## src/rtl/dmem_write_monitor_if.sv

```systemverilog
// Write-tap and drain-port signal bundle for dmem_write_monitor.
// The monitor takes the slave side; the CPU tap and the consumer together form the master side.
interface dmem_write_monitor_if #(
  parameter int unsigned ADDR_W = 15,
  parameter int unsigned DATA_W = 16,
  parameter int unsigned TS_W   = 32
);
  logic              We;
  logic [ADDR_W-1:0] WrAddr;
  logic [DATA_W-1:0] WrData;
  logic              OutValid;
  logic              OutReady;
  logic [TS_W-1:0]   OutTs;
  logic [ADDR_W-1:0] OutAddr;
  logic [DATA_W-1:0] OutData;

  modport master (
    output We, WrAddr, WrData, OutReady,
    input  OutValid, OutTs, OutAddr, OutData
  );

  modport slave (
    input  We, WrAddr, WrData, OutReady,
    output OutValid, OutTs, OutAddr, OutData
  );
endinterface

```

## src/rtl/dmem_write_monitor.sv

```systemverilog
// Timestamps data-memory writes inside an address window and queues them in a FIFO
// that a consumer drains over a valid/ready port; drops on overflow are counted.
module dmem_write_monitor #(
  parameter int unsigned ADDR_W = 15,
  parameter int unsigned DATA_W = 16,
  parameter int unsigned TS_W   = 32,
  parameter int unsigned DEPTH  = 16,
  parameter int unsigned CNT_W  = 16
) (
  input  logic                       Clk,
  input  logic                       Reset,
  input  logic                       En,
  input  logic [ADDR_W-1:0]          AddrLo,
  input  logic [ADDR_W-1:0]          AddrHi,
  input  logic                       ClrOvf,
  dmem_write_monitor_if.slave        bus,
  output logic [$clog2(DEPTH):0]     Count,
  output logic                       Overflow,
  output logic [CNT_W-1:0]           DropCnt
);
  localparam int unsigned PTR_W = $clog2(DEPTH);

  logic [TS_W-1:0]   r_ts_cnt;
  logic [PTR_W:0]    r_wr_ptr;
  logic [PTR_W:0]    r_rd_ptr;
  logic              r_overflow;
  logic [CNT_W-1:0]  r_drop_cnt;

  logic [TS_W-1:0]   r_mem_ts   [DEPTH];
  logic [ADDR_W-1:0] r_mem_addr [DEPTH];
  logic [DATA_W-1:0] r_mem_data [DEPTH];

  logic              w_cap;
  logic              w_empty;
  logic              w_full;
  logic              w_pop;
  logic              w_push;
  logic              w_drop;
  logic [PTR_W:0]    w_count;
  logic [PTR_W-1:0]  w_wr_idx;
  logic [PTR_W-1:0]  w_rd_idx;

  always_comb begin
    w_cap    = En && bus.We && (bus.WrAddr >= AddrLo) && (bus.WrAddr <= AddrHi);
    w_count  = r_wr_ptr - r_rd_ptr;
    w_empty  = (r_wr_ptr == r_rd_ptr);
    w_full   = (r_wr_ptr[PTR_W] != r_rd_ptr[PTR_W]) &&
               (r_wr_ptr[PTR_W-1:0] == r_rd_ptr[PTR_W-1:0]);
    w_pop    = !w_empty && bus.OutReady;
    // A pop frees the slot the same edge, so a full FIFO can still accept.
    w_push   = w_cap && (!w_full || w_pop);
    w_drop   = w_cap && w_full && !w_pop;
    w_wr_idx = r_wr_ptr[PTR_W-1:0];
    w_rd_idx = r_rd_ptr[PTR_W-1:0];
  end

  always_ff @(posedge Clk or posedge Reset) begin
    if (Reset) begin
      r_ts_cnt   <= '0;
      r_wr_ptr   <= '0;
      r_rd_ptr   <= '0;
      r_overflow <= 1'b0;
      r_drop_cnt <= '0;
    end else begin
      r_ts_cnt <= r_ts_cnt + 1'b1;
      if (w_push) r_wr_ptr <= r_wr_ptr + 1'b1;
      if (w_pop)  r_rd_ptr <= r_rd_ptr + 1'b1;
      if (ClrOvf) begin
        r_overflow <= w_drop;
        r_drop_cnt <= w_drop ? CNT_W'(1) : '0;
      end else if (w_drop) begin
        r_overflow <= 1'b1;
        if (r_drop_cnt != '1) r_drop_cnt <= r_drop_cnt + 1'b1;
      end
    end
  end

  // Storage needs no reset: contents are only visible through valid pointers.
  always_ff @(posedge Clk) begin
    if (w_push) begin
      r_mem_ts[w_wr_idx]   <= r_ts_cnt;
      r_mem_addr[w_wr_idx] <= bus.WrAddr;
      r_mem_data[w_wr_idx] <= bus.WrData;
    end
  end

  always_comb begin
    bus.OutValid = !w_empty;
    bus.OutTs    = r_mem_ts[w_rd_idx];
    bus.OutAddr  = r_mem_addr[w_rd_idx];
    bus.OutData  = r_mem_data[w_rd_idx];
    Count        = w_count;
    Overflow     = r_overflow;
    DropCnt      = r_drop_cnt;
  end
endmodule

```

## src/flat_wrapper.sv

```systemverilog
// flat-port wrapper written by rule: the top's interface ports become plain ports
module dmem_write_monitor_flat 
#(
  parameter int unsigned ADDR_W = 15,
  parameter int unsigned DATA_W = 16,
  parameter int unsigned TS_W   = 32,
  parameter int unsigned DEPTH  = 16,
  parameter int unsigned CNT_W  = 16
)
  (Clk, Reset, En, AddrLo, AddrHi, ClrOvf, Count, Overflow, DropCnt, bus_We, bus_WrAddr, bus_WrData, bus_OutReady, bus_OutValid, bus_OutTs, bus_OutAddr, bus_OutData);
  dmem_write_monitor_if #(.ADDR_W(ADDR_W), .DATA_W(DATA_W), .TS_W(TS_W)) bus_i ();
  input  logic Clk;
  input  logic Reset;
  input  logic En;
  input  logic [ADDR_W-1:0] AddrLo;
  input  logic [ADDR_W-1:0] AddrHi;
  input  logic ClrOvf;
  output logic [$clog2(DEPTH):0] Count;
  output logic Overflow;
  output logic [CNT_W-1:0] DropCnt;
  input wire logic [$bits(bus_i.We)-1:0] bus_We;
  input wire logic [$bits(bus_i.WrAddr)-1:0] bus_WrAddr;
  input wire logic [$bits(bus_i.WrData)-1:0] bus_WrData;
  input wire logic [$bits(bus_i.OutReady)-1:0] bus_OutReady;
  output wire logic [$bits(bus_i.OutValid)-1:0] bus_OutValid;
  output wire logic [$bits(bus_i.OutTs)-1:0] bus_OutTs;
  output wire logic [$bits(bus_i.OutAddr)-1:0] bus_OutAddr;
  output wire logic [$bits(bus_i.OutData)-1:0] bus_OutData;
  assign bus_i.We = bus_We;
  assign bus_i.WrAddr = bus_WrAddr;
  assign bus_i.WrData = bus_WrData;
  assign bus_i.OutReady = bus_OutReady;
  assign bus_OutValid = bus_i.OutValid;
  assign bus_OutTs = bus_i.OutTs;
  assign bus_OutAddr = bus_i.OutAddr;
  assign bus_OutData = bus_i.OutData;
  dmem_write_monitor #(.ADDR_W(ADDR_W), .DATA_W(DATA_W), .TS_W(TS_W), .DEPTH(DEPTH), .CNT_W(CNT_W)) u_core (.Clk(Clk), .Reset(Reset), .En(En), .AddrLo(AddrLo), .AddrHi(AddrHi), .ClrOvf(ClrOvf), .bus(bus_i), .Count(Count), .Overflow(Overflow), .DropCnt(DropCnt));
endmodule
```

## config.mk

```make
export PLATFORM = sky130hd
export DESIGN_NAME = dmem_write_monitor_flat
export DESIGN_NICKNAME = d
export VERILOG_FILES = /design/src/rtl/dmem_write_monitor_if.sv /design/src/rtl/dmem_write_monitor.sv /design/src/flat_wrapper.sv
export SDC_FILE = /design/constraint.sdc
export NUM_CORES = 1
export LEC_CHECK = 0
export CAP_MARGIN = 30
export CORE_MARGIN = 2
export CORE_UTILIZATION = 30
export DETAILED_ROUTE_END_ITERATION = 10
export SLEW_MARGIN = 20
export SYNTH_ARGS = -nofsm -noshare
export SYNTH_HDL_FRONTEND = slang
export SYNTH_SLANG_ARGS = --single-unit
```

## constraint.sdc

```tcl
create_clock -name Clk -period 9.9 [get_ports Clk]
set_input_delay 1.98 -clock Clk [delete_from_list [all_inputs] [get_ports Clk]]
set_output_delay 1.98 -clock Clk [all_outputs]
set_load 0.02 [all_outputs]
```

* Word level (Yosys, flattened, before mapping)
Memory sizes are Yosys's and may differ from the RTL's. Index checks and enable logic that the tools add are counted.
Storage, ports and cells: bits in registers 59, output and inout bits 86, bits in latches 0, RAM bits 1008, ROM bits 0, word-level logic and storage cells 42, memories kept 3
Memory list:
- u_core.r_mem_ts | words 16, bits a word 32, read ports 1, clocked after Yosys merged registers in 0, wr ports 1, RTL line dmem_write_monitor.sv:29 | logic [TS_W-1:0] r_mem_ts [DEPTH];
- u_core.r_mem_data | words 16, bits a word 16, read ports 1, clocked after Yosys merged registers in 0, wr ports 1, RTL line dmem_write_monitor.sv:31 | logic [DATA_W-1:0] r_mem_data [DEPTH];
- u_core.r_mem_addr | words 16, bits a word 15, read ports 1, clocked after Yosys merged registers in 0, wr ports 1, RTL line dmem_write_monitor.sv:30 | logic [ADDR_W-1:0] r_mem_addr [DEPTH];
Cells by class: bitwise logic cells 0, multipliers 0, add/sub/neg operators 5, reduce and logical (&&, ||, !) cells 15, divide/modulo/power cells 0, mux-type cells 8, $lt $le $gt $ge 2, eq/ne operators 4, shifts and indexed selects 0
Operators by type and width (number):
- 16-bit 2-to-1 mux | 3
- 32-bit by 1-bit adder with 32-bit output, second input constant | 1
- 16-bit by 1-bit adder with 16-bit output, second input constant | 1
- 16-bit inequality test, second input constant | 1
- 15-bit >= comparator | 1
- 15-bit <= comparator | 1
- 5-bit by 1-bit adder with 5-bit output, second input constant | 2
- 1-bit logical AND | 8
- 5-bit equality test | 1
- 1-bit 2-to-1 mux | 5
- 5-bit subtractor | 1
- 4-bit equality test | 1
- 2-bit nonzero test | 2
- 1-bit zero test | 3
- 2-bit AND reduction | 1
- 1-bit logical OR | 1
- 1-bit inequality test | 1

* Longest topological paths before layout
word-level depth 7, gate-level depth with buffers 13, depth with buffers taken out 9

* Worst setup path after synthesis
No wires, ideal clock.
path type in2reg, start point input bus_WrAddr[0], end point memory u_core.r_mem_addr[3][0] (enable), path slack 1.787 ns, library setup time 0.561 ns, arrival 7.552 ns, stages on the path 9, required time 9.339 ns, path through inv_1 -> ha_1 -> nand2b_1 -> a211o_1 -> a211oi_1 -> o311ai_2 -> and4b_1 -> nand2_1 -> nor3_1
Between the ends: cells in the longest elaborated chain, start to end 6
RTL lines:
- start: declaration | RTL line flat_wrapper.sv:22 | input wire logic [$bits(bus_i.WrAddr)-1:0] bus_WrAddr;
- 15-bit >= comparator | RTL line dmem_write_monitor.sv:44 | w_cap = En && bus.We && (bus.WrAddr >= AddrLo) && (bus.WrAddr <= AddrHi);
- 1-bit logical AND | RTL line dmem_write_monitor.sv:44
- 1-bit logical AND * | RTL line dmem_write_monitor.sv:44
- 1-bit logical AND * | RTL line dmem_write_monitor.sv:51 | w_push = w_cap && (!w_full || w_pop);
- 1-bit 2-to-1 mux * | RTL line dmem_write_monitor.sv:80 | if (w_push) begin
- 1-bit 2-to-1 mux (implied by the code) * | RTL line dmem_write_monitor.sv:82 | r_mem_addr[w_wr_idx] <= bus.WrAddr;
- end: declaration | RTL line dmem_write_monitor.sv:30
Every way passes the cells marked *; elsewhere a longest branch is shown, timed or not.

* Worst setup path after layout
start point register u_core.r_rd_ptr[0], end point output bus_OutTs[1]
Between the ends: cells in the longest elaborated chain, start to end 1
RTL lines:
- start: declaration | RTL line dmem_write_monitor.sv:25 | logic [PTR_W:0] r_rd_ptr;
- start signal: assignment | RTL line dmem_write_monitor.sv:67 | if (w_pop) r_rd_ptr <= r_rd_ptr + 1'b1;
- memory read 16 x 32 bit
- end: declaration | RTL line flat_wrapper.sv:26 | output wire logic [$bits(bus_i.OutTs)-1:0] bus_OutTs;
No other way between the ends.

==> flow_metrics.py <==
metrics = {
    "placement": {
        "io_buffers": 152,
        "dp.cells": 3696,
        "place_congestion": 0.7563,
        "placed_area_um2": 45250,
        "dpl.hpwl_um": 53080,
    },
    "setup_path": {
        "cp-start-kind": "flop",
        "worstPathMaxFanout": 108,
        "r2r_slack_ns": 4.92,
        "crit_path_end_kind": "primary output",
        "reg2reg_from": "u_core.r_rd_ptr[1]",
        "critPathLaunch": "u_core.r_rd_ptr[0]",
        "worstSetupPathType": "reg -> out",
        "cp.arrival_ns": 4.32,
        "timing.critical_path.required_ns": 7.92,
    },
    "logic_synthesis": {
        "synth_edf_count": 1008,
        "yosys_warnings": 0,
        "synthTopCellsByArea": "edfxtp_1 73%, mux4_2 17%, dfrtp_1 3.6%, ha_1 1.2%, xnor2_1 0.65%",
        "syn_area_um2": 41470,
        "ys_ff_latch": 1067,
        "async_flop_share": 0.05530,
        "syn_nets": 1909,
        "synth_top_area_frac": 0.7299,
        "synth_flop_cell": "edfxtp_1",
        "ys_types": 49,
        "yosysTopAreaCell": "edfxtp_1",
        "syn_area_per_cell_um2": 23.04,
        "syn_inst": 1800,
        "ys_seq_area_frac": 0.7655,
    },
    "route": {
        "route.vias.total": 18970,
        "drc_errors": 0,
        "dr.pass1.iters": 5,
        "routedWlPerCell_um": 23.22,
        "drt-initial-drc-count": 1612,
        "avgViaCountPerCell": 4.867,
        "drt_wl_total_um": 90500,
        "drtAntennaViolNets": 0,
    },
    "pwr": {
        "p_leak_nw": 15.19,
        "power-per-cell-area_nw_per_um2": 256.8,
        "ir_drop_uv": 229.6,
        "power_mw": 12.56,
    },
    "status": {
        "status": "finished clean",
    },
    "sta": {
        "skew_ns": 0.04169,
        "slew_viol_final": 0,
        "hold_viol_final": 0,
        "tightest_slew_ns": 0.9814,
        "fmax_ghz": 0.1588,
        "fin_crit_ns": 6.295,
        "fin_setup_tns_ns": 0,
        "period_share": 0.6359,
        "slew_headroom": 0.3457,
        "setup_viol": 0,
        "grt_setup_unrepaired": "no",
    },
    "grt": {
        "grt_first_pass_wirelength_um": 135100,
        "grt_max_degree": 109,
        "grtUsageTotal": 0.1280,
        "grt_pass1_vias": 20360,
        "overflow": 0,
        "antenna_found_initial": 2,
    },
    "clock_network": {
        "numCtsBuffers": 105,
        "insertion_delay_ns": 0.70,
        "post_cts_buffers": 0,
        "path_clk_slew_ns": 0.06,
        "clock-root-buffer": "clkbuf_16",
        "cts_buffer_depth": 3,
        "cts_tree": "yes",
        "cts_resized": 0,
        "cts-htree-levels": 3,
        "numClockSinks": 1067,
        "cts_hold_buf": 0,
    },
    "layout": {
        "finalNonFillerCells": 3897,
        "synthToLayoutAreaGrowth_pct": 17.89,
        "drive_gt1_frac": 0.2549,
        "final_nets": 2122,
        "final_cell_mix": "1,008 x edfxtp_1, 315 x mux4_2, 152 x clkdlybuf4s50_1",
        "final_common_cell": "edfxtp_1",
        "antenna_cells": 0,
        "final_area_um2": 48890,
        "final_core_util": 0.3560,
    },
    "worst_hold_path": {
        "min_path_type": "reg -> reg",
        "min-delay-start": "u_core.r_rd_ptr[4]",
    },
    "floorplan": {
        "fp.dieArea_um2": 141200,
        "core-area_um2": 137300,
        "start_util": 0.3020,
        "die_h_um": 375.8,
        "rows": 136,
        "ios": 153,
        "die_x_um": 375.8,
    },
    "flow_run": {
        "drv_cap": 0,
    },
}
==> sequential cells by signal (all words and copies together), names as in the netlist <==
signal	flops
u_core.r_ts_cnt	32
u_core.Overflow	1
u_core.r_rd_ptr	5
u_core.r_mem_ts	512
u_core.r_wr_ptr	5
u_core.r_mem_addr	240
u_core.DropCnt	16
u_core.r_mem_data	256
==> through the flow <==
step	hold slack [ns]	setup slack [ns]
6_report	0.5134	3.605
5_1_grt	0.5215	3.281
4_1_cts	0.5189	3.353
3_5_place_dp	0.5061	3.119
3_3_place_gp	0.4812	3.219
2_1_floorplan	0.4619	1.787
==> per-layer routing <==
metal,GRT usage,share of wire,up-vias
met5,0,0,-
met4,0.03728,0.022,0
met3,0.01981,0.045,133
met2,0.2206,0.51,442
met1,0.1671,0.42,10340
li1,-,-,8053
==> worst paths after layout <==
| path | end | cells after the start |
|---|---|---|
| worst max register to register | u_core.r_mem_data[3][7] | 10 |
| worst min register to register | u_core.r_rd_ptr[4] | 1 |
| max in group asynchronous | u_core.r_ts_cnt[5] | 4 |
| min in group asynchronous | u_core.r_wr_ptr[4] | 3 |
| worst min-delay path | u_core.r_rd_ptr[4] | 1 |
| worst max-delay path | bus_OutTs[1] | 4 |
==> Yosys cell counts (19+ instances only) <==
| cell | count |
|---|---|
| nand2_1 | 31 |
| xnor2_1 | 31 |
| and3_1 | 19 |
| ha_1 | 41 |
| inv_1 | 41 |
| dfrtp_1 | 59 |
| a21oi_1 | 25 |
| nor2_1 | 19 |
| clkbuf_1 | 41 |
| mux4_2 | 315 |
| nand3_1 | 25 |
| edfxtp_1 | 1008 |
==> kinds of logic after synthesis <==
kind of cell             count (synthesis)  synth area share
AO/OA/AOI/OAI                           56          0.008387
XOR/XNOR                                42          0.008870
adder cells (fa/ha/maj)                 42           0.01285
buffers and inverters                  121           0.01186
flip-flops                            1067            0.7655
multiplexers                           317            0.1716
AND/OR/NAND/NOR                        155           0.02094
==> power breakdown <==
part           internal, mW  leakage, nW  total [mW]  switching (mW)
clock network          2.31         1.72        4.00            1.69
registers              4.97         9.72        5.14           0.161
logic                  1.70         3.75        3.42            1.72
total                  8.99         15.2        12.6            3.57
==> critical path, stage by stage, from the launching register on <==
cell,delay (ns)
dfrtp_4,0.96
buf_12,0.69
mux4_2,0.61
mux4_2,0.57
clkdlybuf4s50_1,0.58
==> cell type report <==
| type | count | area (um2) |
|---|---|---|
| fillers | 12350 | 88430 |
| flip-flops and latches | 1067 | 31760 |
| multi-input cells | 612 | 9293 |
| clock buffers | 139 | 2815 |
| well taps | 1794 | 2245 |
| repair buffers | 184 | 1889 |
| clock inverters | 58 | 726.9 |
| inverters | 43 | 163.9 |
Power figures use the tool's default switching activity.
